## src/rtl/servo_pulse_decoder_if.sv

```systemverilog
// Signal bundle between an RC-servo PWM source and the pulse decoder.
// master = PWM source / consumer side, slave = decoder.
interface servo_pulse_decoder_if;
    logic       pwm_in;
    logic [7:0] position;
    logic       valid;
    logic       sample_stb;
    logic       err_short;
    logic       err_long;
    logic       timeout;

    modport master (
        output pwm_in,
        input  position, valid, sample_stb, err_short, err_long, timeout
    );

    modport slave (
        input  pwm_in,
        output position, valid, sample_stb, err_short, err_long, timeout
    );
endinterface

```

## src/rtl/servo_pulse_decoder.sv

```systemverilog
// Measures RC-servo PWM high time and converts it to an 8-bit position code,
// flagging short/long pulses and loss of signal. Division-free quotient.
module servo_pulse_decoder #(
    parameter int unsigned SHORT_TICKS   = 5000,
    parameter int unsigned MIN_TICKS     = 10000,
    parameter int unsigned STEP_TICKS    = 39,
    parameter int unsigned MAX_TICKS     = 25000,
    parameter int unsigned TIMEOUT_TICKS = 500000
) (
    input  logic                  clk,
    input  logic                  reset,
    servo_pulse_decoder_if.slave  bus
);
    localparam int unsigned CW = 21;

    localparam logic [CW-1:0] ONE_W     = CW'(1);
    localparam logic [CW-1:0] SHORT_W   = CW'(SHORT_TICKS);
    localparam logic [CW-1:0] MIN_W     = CW'(MIN_TICKS);
    localparam logic [CW-1:0] STEP_LAST = CW'(STEP_TICKS - 1);
    localparam logic [CW-1:0] MAX_W     = CW'(MAX_TICKS);
    localparam logic [CW-1:0] SAT_W     = CW'(MAX_TICKS + 1);
    localparam logic [CW-1:0] TIMEOUT_W = CW'(TIMEOUT_TICKS);

    typedef enum logic {S_IDLE, S_HIGH} state_t;

    state_t        state_q, state_d;
    logic          pwm_m, pwm_s, pwm_d;
    logic          rise_c, fall_c;
    logic [CW-1:0] w_q, w_d;
    logic [CW-1:0] t_q, t_d;
    logic [CW-1:0] sub_q, sub_d;
    logic [7:0]    acc_q, acc_d;
    logic [7:0]    position_q, position_d;
    logic          valid_q, valid_d;
    logic          stb_q, stb_d;
    logic          err_short_q, err_short_d;
    logic          err_long_q, err_long_d;
    logic          timeout_q, timeout_d;

    // Synchroniser and edge-delay flops idle high so a pulse in progress at
    // reset release produces no rising edge.
    always_ff @(posedge clk or posedge reset) begin
        if (reset) begin
            pwm_m <= 1'b1;
            pwm_s <= 1'b1;
            pwm_d <= 1'b1;
        end else begin
            pwm_m <= bus.pwm_in;
            pwm_s <= pwm_m;
            pwm_d <= pwm_s;
        end
    end

    assign rise_c = pwm_s & ~pwm_d;
    assign fall_c = ~pwm_s & pwm_d;

    always_ff @(posedge clk or posedge reset) begin
        if (reset) begin
            state_q     <= S_IDLE;
            w_q         <= '0;
            t_q         <= '0;
            sub_q       <= '0;
            acc_q       <= '0;
            position_q  <= '0;
            valid_q     <= 1'b0;
            stb_q       <= 1'b0;
            err_short_q <= 1'b0;
            err_long_q  <= 1'b0;
            timeout_q   <= 1'b0;
        end else begin
            state_q     <= state_d;
            w_q         <= w_d;
            t_q         <= t_d;
            sub_q       <= sub_d;
            acc_q       <= acc_d;
            position_q  <= position_d;
            valid_q     <= valid_d;
            stb_q       <= stb_d;
            err_short_q <= err_short_d;
            err_long_q  <= err_long_d;
            timeout_q   <= timeout_d;
        end
    end

    always_comb begin
        state_d     = state_q;
        w_d         = w_q;
        t_d         = t_q;
        sub_d       = sub_q;
        acc_d       = acc_q;
        position_d  = position_q;
        valid_d     = valid_q;
        stb_d       = 1'b0;
        err_short_d = 1'b0;
        err_long_d  = 1'b0;
        timeout_d   = timeout_q;

        // Loss-of-signal counter: a rise always wins over reaching the limit.
        if (rise_c) begin
            t_d = '0;
        end else if (t_q != TIMEOUT_W) begin
            t_d = t_q + ONE_W;
            if (t_d == TIMEOUT_W) begin
                timeout_d = 1'b1;
                valid_d   = 1'b0;
            end
        end

        case (state_q)
            S_IDLE: begin
                if (rise_c) begin
                    state_d = S_HIGH;
                    w_d     = ONE_W;
                    sub_d   = '0;
                    acc_d   = '0;
                end
            end
            S_HIGH: begin
                if (fall_c) begin
                    state_d = S_IDLE;
                    w_d     = '0;
                    if (w_q < SHORT_W) begin
                        err_short_d = 1'b1;
                    end else if (w_q > MAX_W) begin
                        err_long_d = 1'b1;
                    end else begin
                        position_d = acc_q;
                        valid_d    = 1'b1;
                        timeout_d  = 1'b0;
                        stb_d      = 1'b1;
                    end
                end else if (pwm_s && (w_q != SAT_W)) begin
                    w_d = w_q + ONE_W;
                    // acc/sub track floor/mod of (W - MIN) / STEP as W grows
                    if (w_q >= MIN_W) begin
                        if (sub_q == STEP_LAST) begin
                            sub_d = '0;
                            if (acc_q != 8'hFF) acc_d = acc_q + 8'd1;
                        end else begin
                            sub_d = sub_q + ONE_W;
                        end
                    end
                end
            end
            default: state_d = S_IDLE;
        endcase
    end

    assign bus.position   = position_q;
    assign bus.valid      = valid_q;
    assign bus.sample_stb = stb_q;
    assign bus.err_short  = err_short_q;
    assign bus.err_long   = err_long_q;
    assign bus.timeout    = timeout_q;
endmodule

```

## src/flat_wrapper.sv

```systemverilog
// flat-port wrapper written by rule: the top's interface ports become plain ports
module servo_pulse_decoder_flat 
#(
    parameter int unsigned SHORT_TICKS   = 5000,
    parameter int unsigned MIN_TICKS     = 10000,
    parameter int unsigned STEP_TICKS    = 39,
    parameter int unsigned MAX_TICKS     = 25000,
    parameter int unsigned TIMEOUT_TICKS = 500000
)
  (clk, reset, bus_pwm_in, bus_position, bus_valid, bus_sample_stb, bus_err_short, bus_err_long, bus_timeout);
  servo_pulse_decoder_if bus_i ();
  input  logic clk;
  input  logic reset;
  input wire logic [$bits(bus_i.pwm_in)-1:0] bus_pwm_in;
  output wire logic [$bits(bus_i.position)-1:0] bus_position;
  output wire logic [$bits(bus_i.valid)-1:0] bus_valid;
  output wire logic [$bits(bus_i.sample_stb)-1:0] bus_sample_stb;
  output wire logic [$bits(bus_i.err_short)-1:0] bus_err_short;
  output wire logic [$bits(bus_i.err_long)-1:0] bus_err_long;
  output wire logic [$bits(bus_i.timeout)-1:0] bus_timeout;
  assign bus_i.pwm_in = bus_pwm_in;
  assign bus_position = bus_i.position;
  assign bus_valid = bus_i.valid;
  assign bus_sample_stb = bus_i.sample_stb;
  assign bus_err_short = bus_i.err_short;
  assign bus_err_long = bus_i.err_long;
  assign bus_timeout = bus_i.timeout;
  servo_pulse_decoder #(.SHORT_TICKS(SHORT_TICKS), .MIN_TICKS(MIN_TICKS), .STEP_TICKS(STEP_TICKS), .MAX_TICKS(MAX_TICKS), .TIMEOUT_TICKS(TIMEOUT_TICKS)) u_core (.clk(clk), .reset(reset), .bus(bus_i));
endmodule
```

## config.mk

```make
export PLATFORM = sky130hd
export DESIGN_NAME = servo_pulse_decoder_flat
export DESIGN_NICKNAME = d
export VERILOG_FILES = /design/src/rtl/servo_pulse_decoder_if.sv /design/src/rtl/servo_pulse_decoder.sv /design/src/flat_wrapper.sv
export SDC_FILE = /design/constraint.sdc
export NUM_CORES = 1
export LEC_CHECK = 0
export ABC_AREA = 1
export CAP_MARGIN = 20
export CORE_ASPECT_RATIO = 1.4
export CORE_MARGIN = 1
export CORE_UTILIZATION = 55
export DETAILED_ROUTE_END_ITERATION = 6
export GPL_ROUTABILITY_DRIVEN = 0
export GPL_TIMING_DRIVEN = 0
export PLACE_DENSITY_LB_ADDON = 0.08
export SYNTH_ARGS = -nofsm -noshare
export SYNTH_HDL_FRONTEND = slang
export SYNTH_SLANG_ARGS = --single-unit
```

## constraint.sdc

```tcl
create_clock -name clk -period 3.4 [get_ports clk]
set_clock_uncertainty 0.1 [all_clocks]
set_input_delay 0.68 -clock clk [delete_from_list [all_inputs] [get_ports clk]]
set_output_delay 0.68 -clock clk [all_outputs]
set_load 0.05 [all_outputs]
```

==> After elaboration in Yosys (flattened, before gate mapping) <==
Index checks and enable logic that the tools add are counted.
{ "word_totals": {"reg_bits": 88, "wordCells": 93} }
{ "classes": {"bitwise": 7, "n_reduce_logical": 6, "n_eq_ne": 12, "mux": 47, "magnitude_cmp": 3, "addsub": 4} }
{ "op_table": {"columns": ["cell", "n"], "rows": [
  ["2-to-1 mux 21 bit", 10],
  ["one-hot mux 21 bit (2 select lines)", 2],
  ["adder 21 x 1 -> 21 bit, second input constant", 3],
  ["2-to-1 mux 8 bit", 6],
  ["2-to-1 mux 1 bit", 27],
  ["== test 21 x 19 -> 1 bit, second input constant", 1],
  ["== test 21 x 6 -> 1 bit, second input constant", 1],
  ["greater-or-equal comparator 21 x 14 -> 1 bit, second input constant", 1],
  ["> comparator 21 x 15 -> 1 bit, second input constant", 1],
  ["< comparator 21 x 13 -> 1 bit, second input constant", 1],
  ["!= test 21 x 15 -> 1 bit, second input constant", 1],
  ["!= test 21 x 19 -> 1 bit, second input constant", 1],
  ["one-hot mux 8 bit (2 select lines)", 1],
  ["!= test 2 bit, second input constant", 5],
  ["adder 8 x 1 -> 8 bit, second input constant", 1],
  ["!= test 8 bit, second input constant", 1],
  ["AND reduction 4 bit", 2],
  ["AND reduction 6 bit", 1],
  ["NOT 1 bit", 5],
  ["!= test 3 bit, second input constant", 1],
  ["AND 1 bit", 2],
  ["!= test 2 x 1 -> 1 bit, second input constant", 1],
  ["one-hot mux 1 bit (2 select lines)", 1],
  ["AND reduction 2 bit", 1],
  ["2 further kinds", 2]
]} }

==> Logic depth before layout (Yosys ltp) <==
Gate-level depths: netlist (run 1).
{ "logic_depth": {"word_depth": 9, "depth_mapped": 14} }

==> Least setup slack after synthesis (run 1) <==
Ideal clock, no wire load.
{ "synth_timing": {"path_kind": "register to register", "start": "register u_core.t_q[0]", "end": "register u_core.valid_q (netlist: u_core.bus.valid)", "slack_ns": 1.639, "setup_time_ns": 0.119, "synth_period_minus_slack_ns": 1.761, "t_arrival_ns": 1.542, "n_path_buf": 0, "path_stages_with_launch": 15, "path_cell_list": "dfrtp_1 > ha_1 > nand2_1 > nor2_4 > nand3_1 > nand2_1 > nand2_1 > inv_1 > nand2_1 > nor2_1 > nand3_1 > nor2_1 > nand2_1 > nand2_1 > nand2_1"} }
{ "synth_between": {"elab_chain_len": 9, "elab_cells_between_ends": 10} }
{ "synth_lines": {"columns": ["item", "line", "text"], "rows": [
  ["from (decl)", "servo_pulse_decoder.sv:30", "logic [CW-1:0] t_q, t_d;"],
  ["from (signal assigned)", "servo_pulse_decoder.sv:73", "t_q <= t_d;"],
  ["adder 21 x 1 -> 21 bit", "servo_pulse_decoder.sv:102", "t_d = t_q + ONE_W;"],
  ["== test 21 x 19 -> 1 bit", "servo_pulse_decoder.sv:103", "if (t_d == TIMEOUT_W) begin"],
  ["2-to-1 mux 1 bit", "servo_pulse_decoder.sv:103", null],
  ["2-to-1 mux 1 bit *", "servo_pulse_decoder.sv:101", "end else if (t_q != TIMEOUT_W) begin"],
  ["2-to-1 mux 1 bit *", "servo_pulse_decoder.sv:99", "if (rise_c) begin"],
  ["2-to-1 mux 1 bit", "servo_pulse_decoder.sv:124", "end else if (w_q > MAX_W) begin"],
  ["2-to-1 mux 1 bit", "servo_pulse_decoder.sv:122", "if (w_q < SHORT_W) begin"],
  ["2-to-1 mux 1 bit", "servo_pulse_decoder.sv:119", "if (fall_c) begin"],
  ["2-to-1 mux 1 bit *", "servo_pulse_decoder.sv:109", "case (state_q)"],
  ["net u_core.valid_d", "servo_pulse_decoder.sv:34", "logic valid_q, valid_d;"],
  ["to (signal assigned)", "servo_pulse_decoder.sv:77", "valid_q <= valid_d;"],
  ["to (decl)", "servo_pulse_decoder.sv:34", null]
]} }
The timed path passes the listed nets; every way through them passes the cells marked *.
A chain may end at the register's enable or synchronous reset.

==> Worst setup path in the final report (run 1) <==
{ "layout_timing": {"start": "register u_core.position_q[6] (netlist: u_core.bus.position[6])", "end": "output port bus_position[6]"} }
{ "layout_rtl": {"columns": ["item", "line", "text"], "rows": [
  ["from (decl)", "servo_pulse_decoder.sv:33", "logic [7:0] position_q, position_d;"],
  ["from (signal assigned)", "servo_pulse_decoder.sv:76", "position_q <= position_d;"],
  ["to (decl)", "flat_wrapper.sv:15", "output wire logic [$bits(bus_i.position)-1:0] bus_position;"]
]} }
No word-level cell between the ends.

==> results of run 1 <==
-- worst register-to-register path: stages, from the launching register on --
cell and delay (ns):
dfrtp_1 0.44, ha_1 0.24, nand2_1 0.10, nor2_4 0.20, nand3_1 0.19, nand2_1 0.12, nand2_1 0.06, inv_1 0.08
nand2_1 0.06, nor2_1 0.08, nand3_1 0.11, nor2_1 0.10, nand2_1 0.09, nand2_1 0.07, nand2_1 0.04
-- cells in the final DEF (no fill, tap or decap), types with 3 or more instances in the layout --
| master | n |
|---|---|
| nor3_2 | 3 |
| a21oi_1 | 13 |
| buf_4 | 3 |
| o21ai_2 | 19 |
| o21ai_0 | 16 |
| buf_6 | 5 |
| nor2_1 | 99 |
| nand3_2 | 3 |
| nand2_4 | 3 |
| nand3_1 | 49 |
| xnor2_1 | 3 |
| clkbuf_16 | 9 |
| ha_1 | 9 |
| o21ai_1 | 10 |
| nand2_1 | 173 |
| dfstp_2 | 3 |
| nor4_1 | 10 |
| inv_1 | 93 |
| nand4_1 | 31 |
| a31oi_1 | 4 |
| nor3_1 | 19 |
| dfrtp_1 | 85 |
| buf_2 | 4 |
| nor2_2 | 10 |
| or2_2 | 4 |
| nand2_2 | 11 |
| clkdlybuf4s50_1 | 15 |
| xor2_1 | 27 |
| inv_2 | 6 |
| clkinvlp_4 | 4 |
-- routing by layer --
metal  wire length (um)  up-vias  global-route usage (%)
met3                396       34                   4.300
li1                   -     2431                       -
met5                  0        -                       0
met2               6331      113                   46.13
met4                473        0                   12.92
met1               5368     2274                   31.46
-- per-stage QoR --
step	cells	total power [mW]	setup WS (ns)	utilization (%)
finish	904	2.570	1.089	64.31
floorplan	740	1.481	0.3464	-
detailed placement	888	1.584	1.266	61.15
global route	904	2.709	0.9902	64.31
global placement	887	1.563	-1.041	60.83
CTS	904	2.594	1.074	64.31
-- cells by family after synthesis --
| family | count (synthesis) |
|---|---|
| AND/OR/NAND/NOR | 427 |
| buffers and inverters | 116 |
| flip-flops | 88 |
| AO/OA/AOI/OAI | 69 |
| XOR/XNOR | 31 |
| adder cells (fa/ha/maj) | 9 |
-- power by group through the flow --
stage,Clock [mW],Combinational [mW],Sequential [mW]
finish,1.01,0.392,1.17
global route,1.08,0.444,1.18
CTS,1.03,0.396,1.17
detailed placement,0,0.394,1.19
global placement,0,0.376,1.19
floorplan,0,0.303,1.18
-- worst max-delay path by stage --
stage | from | to | slack (ns) | cells past startpoint
after floorplan | reset | u_core.acc_q[0] | 0.35 | 1
after global placement | reset | u_core.sub_q[6] | -1.04 | 2
after detailed placement | u_core.t_q[0] | u_core.bus.valid | 1.27 | 14
after CTS | u_core.bus.position[6] | bus_position[6] | 1.07 | 1
after global routing | u_core.t_q[0] | u_core.bus.valid | 0.99 | 14
final | u_core.bus.position[6] | bus_position[6] | 1.09 | 1
-- sequential cells by signal, summed over array words and instances, names as in the netlist, 8 cells and up --
register,cells
u_core.acc_q,8
u_core.bus.position,8
u_core.sub_q,21
u_core.t_q,21
u_core.w_q,21
-- area by class of cell --
cell class / instances / area, sq um / share of cell area, %
well taps: 132 / 165.2 / 2.685
plain buffers: 15 / 110.1 / 1.790
clock buffers: 9 / 225.2 / 3.662
multi-input cells: 536 / 2808 / 45.65
clock inverters: 7 / 77.57 / 1.261
repair buffers: 16 / 177.7 / 2.889
flip-flops and latches: 88 / 2206 / 35.86
inverters: 101 / 381.6 / 6.204
==> key figures, run 1 <==
Yosys
  • Syn_area_per_cell: 7.436 sq um
  • Mapped Cells: 740
  • Post-synth top area share: 38.65%
  • Area leader, netlist: dfrtp_1
  • Area fraction in compound gates after synthesis: 8.004%
  • Simple-gate portion of the synthesized area: 35.90%
  • Main combinational cell family by area after synthesis: simple AND/OR/NAND/NOR gates
  • Netlist cell types: 45
  • Top-count cell post-synth: nand2_1
  • Main synth FF type: dfrtp_1
  • Xor-xnor portion of the synthesized cell area: 5.070%
  • Area contributors post-synth: dfrtp_1 39%, nand2_1 12%, nor2_1 6.8%
  • Async set-reset flop share out of synthesis: 100.0%
  • Sequential fraction of the synthesis area: 40.09%
  • Yosys reg bits: 88
  • Yosys warns: 0
  • Post-Synthesis Net Count: 752
  • Syn Std Cell Area: 5503 sq um
  • Adder-cell share of the synthesized area: 2.046%
  • Post-synth top cells: 173 x nand2_1, 99 x nor2_1, 94 x inv_1
  • Multiplexer share of the synthesized area: 0%
  • Post-synth EDFFs: 0

Floorplan
  • Die Ht: 120.4 um
  • Total I/O pin count: 16
  • CORE AREA: 9564 sq um
  • Core Rows: 42
  • Die X: 86.54 um
  • Die footprint: 10,410 sq um
  • Initial Utilization: 57.54%

Global routing
  • Largest net degree at the start of global routing: 53
  • Gr usage total: 26.52%
  • Vias in the first global route: 4,702
  • Gr ovfl total: 0
  • Initial antenna violation count: 0
  • Global-route wire length before repair: 21.58 mm

Routing
  • Residual DRC: 0
  • Total routed wirelength: 12.57 mm
  • Drt pass-1 iters: 6
  • Vias: 4,852
  • Routed Antenna Nets: 0
  • Vias/cell: 5.367
  • Wirelength per Cell: 13.90 um
  • 1st-iter DRT viols: 262

Place
  • Number of port buffers: 15
  • Cell Area, Placed: 5848 sq um
  • Post-DP HPWL: 9.463 mm

STA
  • Rel. slew slack: 59.08%
  • RSZ-0062 raised after global routing: false
  • Endpoints failing setup: 0
  • Final Critical Period: 2.311 ns
  • Max Fclk: 432.7 MHz
  • Least-Margin Pin Slew: 0.6082 ns
  • Hold Slack: 0.2559 ns
  • Crit share post-route: 67.98%
  • Max-slew violations: 0
  • Final Hold Fails: 0
  • Setup tns final: 0 ns

Clock tree
  • CTS H-tree lvls: 3
  • Setup Buffers After CTS: 0
  • Max clock buf depth: 2
  • Root buf cell: clkbuf_16
  • Sink Count: 88
  • Post_cts resized: 0
  • CTS tree: done
  • Hold Buf Count CTS: 0
  • Worst-skew pair later-pin latency: 0.34 ns
  • Clock transition at the registers of the reported paths: 0.07 ns
  • Cts bufs inserted: 9

Power
  • Switching power total: 0.7526 mW
  • Clock power share: 39.2%
  • Peak VDD IR: 0.3338 mV
  • Net Sw Frac: 29.28%
  • Leakage power: 2.854 nW
  • Seq pwr share: 45.6%
  • PD cells: 417.8 nW/um^2
  • Gate power share: 15.2%
  • Cell internal pwr: 1.817 mW

Worst hold path
  • Hold WC Path Type: reg -> reg
  • Worst hold endpoint: u_core.pwm_s
  • Hold Crit Start: u_core.pwm_m
  • Worst Hold Path Cells: 0

Critical path
  • Worst R2R Setup Slack: 1.22 ns
  • Required time worst endpoint: 2.62 ns
  • CP max stage cell: clkdlybuf4s50_1
  • Worst Path Arrival: 1.53 ns
  • Largest stage delay, worst path: 0.81 ns
  • Cells along the critical path: clkdlybuf4s50_1
  • R2R cell count: 14
  • CP startpoint kind: register
  • Cell family with the largest share of critical-path delay: buffers and inverters
  • Crit-path max FO: 2
  • CP endpoint kind: output port
  • Reg-to-reg critical path endpoint: u_core.bus.valid
  • Setup CP Type: reg -> out
  • WP buf/inv: 1
  • Reg2reg start: u_core.t_q[0]

Cells and area
  • Design Area, Final: 6151 sq um
  • Ratio of cells with drive above 1 in the final layout: 12.82%
  • Diodes inserted: 0
  • FILL cells: 870
  • Area growth, synth to finish: 11.78%
  • Final nets: 779

Flow run
  • Max-cap viol count: 0

Status
  • Status: finished, final reports clean
Power figures use the tool's default switching activity.
==> inputs of run 2 (changes only) <==
==> constraint.sdc (replaced) <==
create_clock -name clk -period 2.1 [get_ports clk]
set_clock_uncertainty 0.1 [all_clocks]
set_input_delay 0.42 -clock clk [delete_from_list [all_inputs] [get_ports clk]]
set_output_delay 0.42 -clock clk [all_outputs]
set_load 0.05 [all_outputs]
==> key figures, run 2 (same netlist as run 1, synthesis figures left out) <==
Status
  • Status: finished, final reports clean

Critical path
  • Crit-path max FO: 2 (unchanged)
  • Setup CP Type: reg -> out
  • WP buf/inv: 1 (unchanged)
  • Cells along the critical path: clkdlybuf4s50_1
  • CP startpoint kind: register
  • Worst Path Arrival: 1.51 ns (-0.02 ns)
  • CP endpoint kind: output port
  • Largest stage delay, worst path: 0.81 ns (about the same)
  • Required time worst endpoint: 1.58 ns (-1.04 ns)
  • Cell family with the largest share of critical-path delay: buffers and inverters
  • CP max stage cell: clkdlybuf4s50_1

Routing
  • Total routed wirelength: 12.78 mm (+1.6%)
  • Vias: 4,894 (+0.87%)
  • Wirelength per Cell: 14.05 um (+1.1%)
  • Met2 WL: 6.571 mm (+3.8%)
  • Vias/cell: 5.384 (+0.31%)
  • Residual DRC: 0 (unchanged)
  • Highest metal used: met4
  • Met3 wire len: 481 um (+21%)
  • Routed Antenna Nets: 0 (unchanged)
  • Met1 wire length: 5.298 mm (-1.3%)
  • 1st-iter DRT viols: 280 (+6.9%)
  • Drt pass-1 iters: 5 (-1)

Floorplan
  • CORE AREA: 9564 sq um (unchanged)
  • Initial Utilization: 57.54% (unchanged)
  • Die footprint: 10,410 sq um (unchanged)
  • Total I/O pin count: 16 (unchanged)
  • Core Rows: 42 (unchanged)
  • Die X: 86.54 um (unchanged)
  • Die Ht: 120.4 um (unchanged)

STA
  • Setup tns final: 0 ns (unchanged)
  • Max-slew violations: 0 (unchanged)
  • RSZ-0062 raised after global routing: true
  • Hold Slack: 0.2549 ns (-0.001026 ns)
  • Rel. slew slack: 58.49% (-0.58 points)
  • Final Critical Period: 2.029 ns
  • Max Fclk: 492.9 MHz
  • Least-Margin Pin Slew: 0.6213 ns (+0.01304 ns)
  • Endpoints failing setup: 0 (unchanged)
  • Crit share post-route: 96.61%
  • Final Hold Fails: 0 (unchanged)

Global routing
  • Global-route wire length before repair: 21.61 mm (+0.16%)
  • Gr ovfl total: 0 (unchanged)
  • Largest net degree at the start of global routing: 44 (-17%)
  • Gr usage total: 26.45% (-0.068 points)
  • Initial antenna violation count: 0 (unchanged)
  • Vias in the first global route: 4,726 (+0.51%)

Cells and area
  • Final nets: 784 (+0.64%)
  • Post-Layout Cell Count: 909 (+0.55%)
  • Diodes inserted: 0 (unchanged)
  • Ratio of cells with drive above 1 in the final layout: 15.44% (+2.6 points)
  • Area growth, synth to finish: 14.94%
  • Final core area utilization: 66.13% (+1.8 points)
  • Biggest regs: u_core.sub_q x21, u_core.t_q x21, u_core.w_q x21
  • Most frequent cells in the layout: 169 x nand2_1, 96 x nor2_1, 91 x inv_1
  • Most common cell after layout, fill and taps aside: nand2_1

Place
  • Number of port buffers: 15 (unchanged)
  • Post-DP HPWL: 9.543 mm (+0.84%)
  • Placed insts: 889 (+0.11%)

Clock tree
  • CTS H-tree lvls: 3 (unchanged)
  • CTS tree: done
  • Worst-skew pair later-pin latency: 0.34 ns (about the same)
  • Max clock buf depth: 2 (unchanged)
  • Cts bufs inserted: 9 (unchanged)
  • Sink Count: 88 (unchanged)
  • Clock transition at the registers of the reported paths: 0.07 ns (about the same)
  • Root buf cell: clkbuf_16

Flow run
  • Max-cap viol count: 0 (unchanged)

Power
  • PD cells: 705.6 nW/um^2 (+69%)
  • Peak VDD IR: 0.4129 mV (+24%)
  • Leakage power: 2.935 nW (+2.8%)
  • Overall Power: 4.463 mW (+74%)

Worst hold path
  • Hold WC Path Type: reg -> reg
==> run 2: changes by cell type in the layout (fill, tap and decap cells not counted), moves of 2 or more <==
cell and delta:
bufinv_16 +2, nand2_1 -4, nand3_1 -3, nand2_4 +3, inv_2 +2, buf_4 +4
inv_1 -2, nor2_2 +2, nor2_1 -3, clkinvlp_4 -2, dfrtp_2 +2, dfrtp_1 -2
nand3_2 +3
==> run 2: metrics by stage <==
step	worst slack [ns]	instance area, sq um
after detailed placement	-0.02024	5869
after global placement	-0.3985	5822
after global routing	-0.01149	6325
after floorplan	0.3391	5507
final	0.07114	6325
after CTS	0.002932	6222
==> run 2: final cells by class <==
| cell class | count | area [sq um] |
|---|---|---|
| Sequential cell | 88 | 2208 |
| Fill cell | 842 | 3239 |
| Clock buffer | 9 | 225.2 |
| Timing Repair Buffer | 21 | 227.7 |
| Multi-Input combinational cell | 536 | 2879 |
| Buffer | 15 | 110.1 |
| Tap cell | 132 | 165.2 |
| Inverter | 101 | 382.9 |
| Clock inverter | 7 | 126.4 |
==> run 2: worst paths after layout <==
kind                                        startpoint                     end  slack, ns  cells after the start
worst min-delay path                      u_core.pwm_m            u_core.pwm_s       0.25                      0
worst max register to register           u_core.t_q[1]        u_core.bus.valid       0.10                     14
worst max-delay path            u_core.bus.position[7]         bus_position[7]       0.07                      1
min in group asynchronous                        reset  u_core.bus.position[3]       0.40                      2
max in group asynchronous                        reset            u_core.pwm_m       0.64                      4
worst min register to register            u_core.pwm_m            u_core.pwm_s       0.25                      0
==> run 2: metal layers <==
layer  vias up  global-route usage (%)
met5         -                       0
met3        39                   3.140
met4         0                   13.65
met2       146                   45.04
li1       2450                       -
met1      2259                   32.70
==> run 2: timing repair <==
| item | in CTS | in global routing |
|---|---|---|
| hold buffers | 0 | 0 |
| gates resized for setup | 1 | 21 |
| setup buffers | 0 | 4 |
| pin swaps | 0 | 12 |
| endpoints found under the setup margin | 2 | 9 |
==> run 2: power by group <==
part / switching, mW / internal [mW]
Clock: 0.698 / 1.18
Sequential: 0.106 / 1.80
Combinational: 0.439 / 0.244
==> inputs of run 3 (changes only) <==
--- a/config.mk
+++ b/config.mk
@@ -6,14 +6,15 @@
 export NUM_CORES = 1
 export LEC_CHECK = 0
 export ABC_AREA = 1
-export CAP_MARGIN = 20
+export CAP_MARGIN = 0
 export CORE_ASPECT_RATIO = 1.4
 export CORE_MARGIN = 1
-export CORE_UTILIZATION = 55
+export CORE_UTILIZATION = 30
 export DETAILED_ROUTE_END_ITERATION = 6
 export GPL_ROUTABILITY_DRIVEN = 0
 export GPL_TIMING_DRIVEN = 0
 export PLACE_DENSITY_LB_ADDON = 0.08
+export SLEW_MARGIN = 20
 export SYNTH_ARGS = -nofsm -noshare
 export SYNTH_HDL_FRONTEND = slang
 export SYNTH_SLANG_ARGS = --single-unit
==> key figures, run 3 (same netlist as run 1, synthesis figures left out) <==
Status
  • Status: finished, final reports clean

Cells and area
  • Design Area, Final: 6421 sq um (+1.5%)
  • Final nets: 785 (+0.13%)
  • Multi-input gate area: 2867 sq um (-0.43%)
  • Register area: 2210 sq um (about the same)
  • Area growth, synth to finish: 16.69%
  • Biggest regs: u_core.sub_q x21, u_core.t_q x21, u_core.w_q x21
  • Most frequent cells in the layout: 172 x nand2_1, 98 x nor2_1, 92 x inv_1
  • Post-Layout Cell Count: 1,018 (+12%)
  • Final core area utilization: 35.68% (-30 points)
  • Ratio of cells with drive above 1 in the final layout: 14.78% (-0.66 points)
  • Most common cell after layout, fill and taps aside: nand2_1
  • FILL cells: 1,952 (+130%)
  • Diodes inserted: 0 (unchanged)

Global routing
  • Largest net degree at the start of global routing: 27 (-39%)
  • Gr ovfl total: 0 (unchanged)
  • Gr usage total: 16.06% (-10 points)
  • Vias in the first global route: 4,853 (+2.7%)
  • Global-route wire length before repair: 23.57 mm (+9.1%)
  • Initial antenna violation count: 0 (unchanged)

Place
  • Cell Area, Placed: 6025 sq um (+2.6%)
  • Post-DP HPWL: 11.06 mm (+16%)
  • Setup WS pre-CTS: -0.1013 ns (-0.08102 ns)
  • Number of port buffers: 15 (unchanged)
  • Placed insts: 998 (+12%)

Critical path
  • Largest stage delay, worst path: 0.81 ns (about the same)
  • Setup CP Type: reg -> out
  • CP max stage cell: clkdlybuf4s50_1
  • Worst setup path startpoint: u_core.bus.position[6]
  • Cell family with the largest share of critical-path delay: buffers and inverters
  • Crit-path max FO: 2 (unchanged)
  • Required time worst endpoint: 1.58 ns (about the same)
  • Worst Path Arrival: 1.51 ns (about the same)
  • WP buf/inv: 1 (unchanged)
  • Cells along the critical path: clkdlybuf4s50_1
  • CP endpoint kind: output port
  • Reg2reg start: u_core.sub_q[9]
  • CP startpoint kind: register

STA
  • Crit share post-route: 96.50% (-0.11 points)
  • Max Fclk: 493.5 MHz (+0.12%)
  • Endpoints failing setup: 0 (unchanged)
  • Final Hold Fails: 0 (unchanged)
  • Rel. slew slack: 64.87% (+6.4 points)
  • Max-slew violations: 0 (unchanged)
  • Final WS setup: 0.07347 ns (+0.002335 ns)
  • Final Critical Period: 2.027 ns (-0.002334 ns)
  • Least-Margin Pin Slew: 0.5270 ns (-0.09430 ns)

Routing
  • Routed Antenna Nets: 0 (unchanged)
  • Wirelength per Cell: 13.75 um (-2.1%)
  • Met1 wire length: 6.022 mm (+14%)
  • 1st-iter DRT viols: 224 (-20%)
  • Highest metal used: met4
  • Met2 WL: 7.489 mm (+14%)
  • Vias/cell: 4.636 (-14%)
  • Drt pass-1 iters: 4 (-1)
  • Total routed wirelength: 14.00 mm (+9.6%)
  • Residual DRC: 0 (unchanged)
  • Vias: 4,719 (-3.6%)
  • Met3 wire len: 198 um (-59%)

Power
  • Leakage power: 2.912 nW (-0.77%)
  • Peak VDD IR: 0.2812 mV (-32%)
  • PD cells: 662.3 nW/um^2 (-6.1%)

Floorplan
  • Initial Utilization: 30.58% (-27 points)
  • Total I/O pin count: 16 (unchanged)
  • Die Ht: 162.3 um (+35%)
  • Die X: 116.5 um (+35%)
  • CORE AREA: 18,000 sq um (+88%)
  • Core Rows: 58 (+38%)
  • Die footprint: 18,900 sq um (+81%)

Clock tree
  • Root buf cell: clkbuf_16
  • Max clock buf depth: 2 (unchanged)
  • CTS H-tree lvls: 3 (unchanged)
  • Sink Count: 88 (unchanged)
  • Worst-skew pair later-pin latency: 0.34 ns (about the same)
  • CTS tree: done
  • Cts bufs inserted: 9 (unchanged)
  • Hold Buf Count CTS: 0 (unchanged)
  • Clock transition at the registers of the reported paths: 0.07 ns (about the same)

Worst hold path
  • Hold Crit Start: u_core.pwm_m
  • Hold WC Path Type: reg -> reg

Flow run
  • Max-cap viol count: 0 (unchanged)
## run 3: cell count changes in the layout (fill, tap and decap cells not counted), sizes merged
| cell | delta |
|---|---|
| inv | +1 |
| bufinv | -2 |
| buf | +1 |
| clkinvlp | +1 |
## run 3: timing repair
action / in CTS / in global routing
setup buffers: 1 / 3
pin swaps: 1 / 3
setup endpoints to repair: 2 / 24
gates resized for setup: 3 / 14
## run 3: through the flow
stage	power, mW	TNS (ns)	hold WS, ns
finish	4.253	0	0.2587
global route	4.510	-0.01647	0.2636
global placement	2.564	-45.67	0.2463
floorplan	2.399	0	0.2452
detailed placement	2.590	-0.1642	0.2500
CTS	4.316	0	0.2596
## run 3: path summary, 6_finish.rpt
kind / to / slack (ns) / depth (start not counted)
max: bus_position[6] / 0.07 / 1
min: u_core.pwm_s / 0.26 / 0
max reg2reg: u_core.acc_q[0] / 0.14 / 11
min reg2reg: u_core.pwm_s / 0.26 / 0
max in group asynchronous: u_core.t_q[0] / 0.86 / 4
min in group asynchronous: u_core.bus.position[4] / 0.34 / 2
## run 3: power by group
part / switching (mW) / internal, mW / leakage (nW)
clock: 0.728 / 0.938 / 0.144
sequential: 0.100 / 1.80 / 1.20
combinational: 0.444 / 0.245 / 1.57
total: 1.27 / 2.98 / 2.91
## run 3: final cells by class
class	instances	area share, %
Multi-Input combinational cell	536	44.64
Sequential cell	88	34.41
Inverter	101	5.963
Tap cell	240	4.677
Timing Repair Buffer	22	3.858
Clock buffer	9	3.507
Buffer	15	1.715
Clock inverter	7	1.228
## run 3: metal layers
metal  global-route usage, %  vias up
met5                       0        -
met4                   5.886        0
met3                   2.164       18
met2                   29.85       48
met1                   18.22     2217
li1                        -     2436
